$ cat src/rtl/multdiv_ctrl.sv
// Sequencer for the shared multi-cycle multiply/divide unit in the execute stage.
// Latches the operands, issues a single start pulse, stalls the front of the pipeline
// until the unit answers (or times out), then emits one writeback beat. Exceptions and
// timeouts are redirected to $rstatus (r30) with code 4 (mul) or 5 (div).
// Optional feature macro: MULTDIV_PERF_EN enables the perf_ops/perf_stall counters.
module multdiv_ctrl #(
    parameter int unsigned TIMEOUT = 40,
    parameter int unsigned CNT_W   = 6
) (
    input  logic        clock,
    input  logic        reset,
    input  logic        is_mult,
    input  logic        is_div,
    input  logic [31:0] op_a,
    input  logic [31:0] op_b,
    input  logic [4:0]  rd,
    input  logic        flush,
    input  logic        unit_ready,
    input  logic [31:0] unit_result,
    input  logic        unit_exc,
    output logic        ctrl_mult,
    output logic        ctrl_div,
    output logic [31:0] unit_a,
    output logic [31:0] unit_b,
    output logic        stall,
    output logic        wb_valid,
    output logic [4:0]  wb_reg,
    output logic [31:0] wb_data,
    output logic        busy,
    output logic [15:0] perf_ops,
    output logic [15:0] perf_stall
);

    localparam logic [4:0] RstatusReg = 5'd30;

    typedef enum logic [2:0] {StIdle, StStart, StWait, StWb, StDrain} state_e;

    state_e           r_state;
    state_e           w_state_next;
    logic             w_req;
    logic             w_accept;
    logic             w_timeout;
    logic             w_to_wb;
    logic             w_exc;
    logic             w_stall;
    logic             w_wb_valid;
    logic             r_is_div;
    logic             r_exc;
    logic             r_ctrl_mult;
    logic             r_ctrl_div;
    logic [4:0]       r_rd;
    logic [4:0]       r_wb_reg;
    logic [31:0]      r_a;
    logic [31:0]      r_b;
    logic [31:0]      r_wb_data;
    logic [CNT_W-1:0] r_cnt;

    assign w_req      = (is_mult | is_div) & ~flush;
    assign w_accept   = (r_state == StIdle) & w_req;
    assign w_timeout  = (r_cnt == CNT_W'(TIMEOUT));
    assign w_to_wb    = (r_state == StWait) & ~flush & (unit_ready | w_timeout);
    // A timeout with no ready is reported as an exception.
    assign w_exc      = unit_ready ? unit_exc : 1'b1;
    assign w_wb_valid = (r_state == StWb);

    // State register.
    always_ff @(posedge clock) begin
        if (!reset) begin
            r_state <= StIdle;
        end else begin
            r_state <= w_state_next;
        end
    end

    // Next-state and stall decode.
    always_comb begin
        w_state_next = r_state;
        w_stall      = 1'b0;
        unique case (r_state)
            StIdle: begin
                w_stall = w_req;
                if (w_req) begin
                    w_state_next = StStart;
                end
            end
            StStart: begin
                w_stall      = 1'b1;
                w_state_next = flush ? StDrain : StWait;
            end
            StWait: begin
                w_stall = 1'b1;
                if (flush) begin
                    // If the unit finishes in the flush cycle there is nothing left to drain.
                    w_state_next = (unit_ready | w_timeout) ? StIdle : StDrain;
                end else if (unit_ready | w_timeout) begin
                    w_state_next = StWb;
                end
            end
            StWb: begin
                w_stall      = 1'b1;
                w_state_next = StIdle;
            end
            StDrain: begin
                // A younger request waits here until the unit is free again.
                w_stall = w_req;
                if (unit_ready | w_timeout) begin
                    w_state_next = StIdle;
                end
            end
            default: begin
                w_state_next = StIdle;
            end
        endcase
    end

    // Operand latch, start pulse, wait counter and result capture.
    always_ff @(posedge clock) begin
        if (!reset) begin
            r_is_div    <= 1'b0;
            r_exc       <= 1'b0;
            r_ctrl_mult <= 1'b0;
            r_ctrl_div  <= 1'b0;
            r_rd        <= '0;
            r_wb_reg    <= '0;
            r_a         <= '0;
            r_b         <= '0;
            r_wb_data   <= '0;
            r_cnt       <= '0;
        end else begin
            r_ctrl_mult <= 1'b0;
            r_ctrl_div  <= 1'b0;
            if (w_accept) begin
                // Multiply wins when both decode flags are set.
                r_a         <= op_a;
                r_b         <= op_b;
                r_rd        <= rd;
                r_is_div    <= ~is_mult;
                r_ctrl_mult <= is_mult;
                r_ctrl_div  <= ~is_mult;
                r_exc       <= 1'b0;
                r_cnt       <= '0;
            end
            if (r_state == StStart) begin
                r_cnt <= CNT_W'(1);
            end else if ((r_state == StWait) || (r_state == StDrain)) begin
                r_cnt <= r_cnt + CNT_W'(1);
            end
            if (w_to_wb) begin
                r_exc     <= w_exc;
                r_wb_reg  <= w_exc ? RstatusReg : r_rd;
                r_wb_data <= w_exc ? (r_is_div ? 32'd5 : 32'd4) : unit_result;
            end
        end
    end

    assign ctrl_mult = r_ctrl_mult;
    assign ctrl_div  = r_ctrl_div;
    assign unit_a    = r_a;
    assign unit_b    = r_b;
    assign stall     = w_stall;
    assign wb_valid  = w_wb_valid;
    assign wb_reg    = w_wb_valid ? r_wb_reg : 5'd0;
    assign wb_data   = w_wb_valid ? r_wb_data : 32'd0;
    assign busy      = (r_state != StIdle);

`ifdef MULTDIV_PERF_EN
    logic [15:0] r_perf_ops;
    logic [15:0] r_perf_stall;

    // Saturating completed-op and stall-cycle counters.
    always_ff @(posedge clock) begin
        if (!reset) begin
            r_perf_ops   <= '0;
            r_perf_stall <= '0;
        end else begin
            if (w_wb_valid && !r_exc && (r_perf_ops != 16'hFFFF)) begin
                r_perf_ops <= r_perf_ops + 16'd1;
            end
            if (w_stall && (r_perf_stall != 16'hFFFF)) begin
                r_perf_stall <= r_perf_stall + 16'd1;
            end
        end
    end

    assign perf_ops   = r_perf_ops;
    assign perf_stall = r_perf_stall;
`else
    assign perf_ops   = 16'd0;
    assign perf_stall = 16'd0;
`endif

endmodule

$ cat config.mk
export PLATFORM = sky130hd
export DESIGN_NAME = multdiv_ctrl
export DESIGN_NICKNAME = d
export VERILOG_FILES = /design/src/rtl/multdiv_ctrl.sv
export SDC_FILE = /design/constraint.sdc
export NUM_CORES = 1
export LEC_CHECK = 0
export CAP_MARGIN = 5
export CORE_ASPECT_RATIO = 1.5
export CORE_UTILIZATION = 37
export CTS_CLUSTER_SIZE = 14
export DETAILED_ROUTE_END_ITERATION = 8
export GPL_ROUTABILITY_DRIVEN = 0
export GPL_TIMING_DRIVEN = 0
export PLACE_DENSITY_LB_ADDON = 0.12
export SLEW_MARGIN = 10
export SYNTH_ARGS = -nofsm -noshare
export SYNTH_HDL_FRONTEND = slang
export SYNTH_SLANG_ARGS = --single-unit
$ cat constraint.sdc
create_clock -name clock -period 1.7 [get_ports clock]
set_clock_uncertainty 0.1 [all_clocks]
set_input_delay 0.425 -clock clock [delete_from_list [all_inputs] [get_ports clock]]
set_output_delay 0.425 -clock clock [all_outputs]
set_load 0.05 [all_outputs]
==> results.yml <==
outcome:
  run_status: "complete, but fails checks"
  violations: "setup timing"
final_layout:
  regArea_um2: 2380
  fill_cells: 892
  final_common_cell: "nand2_1"
  multi_input_area_um2: 2820
  drive_above_1_share: 0.398
  n_antenna_cell: 0
  final_util: 0.755
  layout.nets: 1049
  area_growth_pct: 97.7
  layout_common_cells: "nand2_1 (194), dfxtp_1 (113), clkdlybuf4s50_1 (103), clkdlybuf4s15_2 (59)"
clock_tree:
  htreeDepth: 4
  clockRootBuffer: "clkbuf_16"
  ctsHoldBuffers: 0
  clockBufferDepth: 2
  insertion_delay_ns: 0.41
  cts_buffers: 17
  clk_pin_slew_worst_paths_ns: 0.05
  cts_tree: "yes"
  cts_sinks: 118
logic_synthesis:
  ys_seq_area_frac: 0.470
  ys_warn_count: 0
  synthTopCellsByArea: "dfxtp_1 (47%), nand2_1 (16%), a21boi_1 (8.4%), buf_4 (5.2%), and2_1 (4.6%)"
  syn_inst: 614
  syn_area_per_cell_um2: 8.18
  synth.top_cell.area_share: 0.470
  synth_area_um2: 5020
  synth_flop_cell: "dfxtp_1"
  ys_ff_latch: 118
  synth_cell_type_count: 40
  synth_edf_count: 0
  synth_top_cell_by_area: "dfxtp_1"
  async_reset_ff_frac: 0
worst_setup_path:
  worstSetupStartpointType: "flip-flop"
  cp.required_ns: 1.17
  critical_path_arrival_ns: 1.57
  path_class: "flip-flop to primary output"
  crit_path_end_kind: "primary output"
  worstPathMaxFanout: 6
sta:
  post-route-period-util: 1.23
  grt_setup_unrepaired: "yes"
  fin_crit_ns: 2.09
  slew_violations: 0
  relSlewSlack: 0.597
  worstMarginPinSlew_ns: 0.605
  final-hold-violation-count: 0
  post-route-worst-setup-slack_ns: -0.395
  setup_viol: 121
  clock.fmax_mhz: 477
placement:
  hpwlAfterDp_um: 11200
  io_buffers: 212
  dp_slack_ns: -1.02
die:
  core_um2: 13100
  die_h_um: 145
  rows: 51
  die_w_um: 97.1
  die-area_um2: 14100
  start_util: 0.382
  io_pins: 246
drt:
  dr.pass1.iters: 4
  wl_um: 18500
  avgViaCountPerCell: 4.84
  drt-initial-drc-count: 127
  num_vias: 5381
  wl_per_cell_um: 16.6
  ant_nets: 0
  drc: 0
global_routing:
  grt_max_degree: 17
  grt_usage: 0.228
  grt_pass1_wl_um: 25400
  first_global_vias: 5255
  antenna_found_initial: 0
  overflow: 0
hold_path:
  hold_path.class: "input pin to flip-flop"
flow_run:
  cap_violations: 0
pwr:
  fin_total_pwr_w: 0.00841
  ir_worst_vdd_mv: 0.716
  p_per_area_nw_per_um2: 847
  p_leak_nw: 4.04
synth_stat cells (all sizes together) (2+ instances only):
cell	number
nand2	214
nor2b	2
dfxtp	118
and2	37
clkbuf	23
nor2	11
buf	56
ha	2
a21oi	6
or2	2
xnor2	2
o21ai	2
o22ai	32
a21boi	69
a31oi	2
and3	3
nand3	8
inv	2
o221a	6
or3	3
cell type report:
| class | count | share of cell area |
|---|---|---|
| clock buffer | 23 | 0.0471 |
| buffer | 76 | 0.0707 |
| clock inverter | 9 | 0.0102 |
| multi-input combinational | 446 | 0.284 |
| sequential | 118 | 0.239 |
| timing repair buffer | 278 | 0.328 |
| inverter | 2 | 0.000756 |
| tap | 159 | 0.0200 |
routing by layer:
metal,GRT usage,part of all wire,vias to the layer above
met5,0,0,-
met4,0.0966,0.028,0
met3,0.0692,0.068,44
met2,0.436,0.55,226
met1,0.228,0.35,2487
li1,-,-,2624
path summary, 6_finish.rpt:
path / from / endpoint / slack, ns / cells after the start
max: r_state[0] / wb_reg[0] / -0.39 / 5
min: is_mult / ctrl_div / 0.32 / 2
max reg2reg: r_state[0] / r_wb_data[20] / -0.23 / 8
min reg2reg: unit_a[10] / unit_a[10] / 0.35 / 2
power by group:
group	internal, W	leakage [nW]	switching, W
registers	0.00289	0.964	0.0000722
clock network	0.00222	0.281	0.00123
logic	0.000890	2.79	0.00110
total	0.00601	4.04	0.00240
timing repair:
| action | CTS | global route |
|---|---|---|
| resized for setup | 610 | 135 |
| gates cloned | 8 | 10 |
| pin swaps | 25 | 37 |
| setup buffers | 26 | 23 |
| setup endpoints to repair | 220 | 164 |
worst max-delay path, cell delays in order, from the launching register on:
cell	delay (ns)
dfxtp_4	0.35
and3b_2	0.23
buf_8	0.15
buf_4	0.14
and2_4	0.15
buf_8	0.14
cells by family (layout without fill, tap and decap cells):
| family | Yosys count | count (layout) | share of synthesized area |
|---|---|---|---|
| other | 1 | 32 | 0.000746 |
| AND/OR/NAND/NOR | 284 | 284 | 0.243 |
| adder cells (fa/ha/maj) | 2 | 2 | 0.00498 |
| buffers and inverters | 81 | 388 | 0.0936 |
| multiplexers | 1 | 1 | 0.00199 |
| AO/OA/AOI/OAI | 125 | 125 | 0.181 |
| flip-flops | 118 | 118 | 0.470 |
| XOR/XNOR | 2 | 2 | 0.00498 |
per-stage QoR:
stage          TNS [ns]  cells  area (um^2)  hold slack [ns]
6_report         -23.50   1111         9930            0.324
3_5_place_dp    -100.34   1016         7580            0.347
5_1_grt          -30.26   1111         9930            0.331
4_1_cts          -33.63   1082         9090            0.291
2_1_floorplan   -0.0686    645         5260            0.335
3_3_place_gp     -95.71   1016         7580            0.340
(Power assumes the default switching activity.)
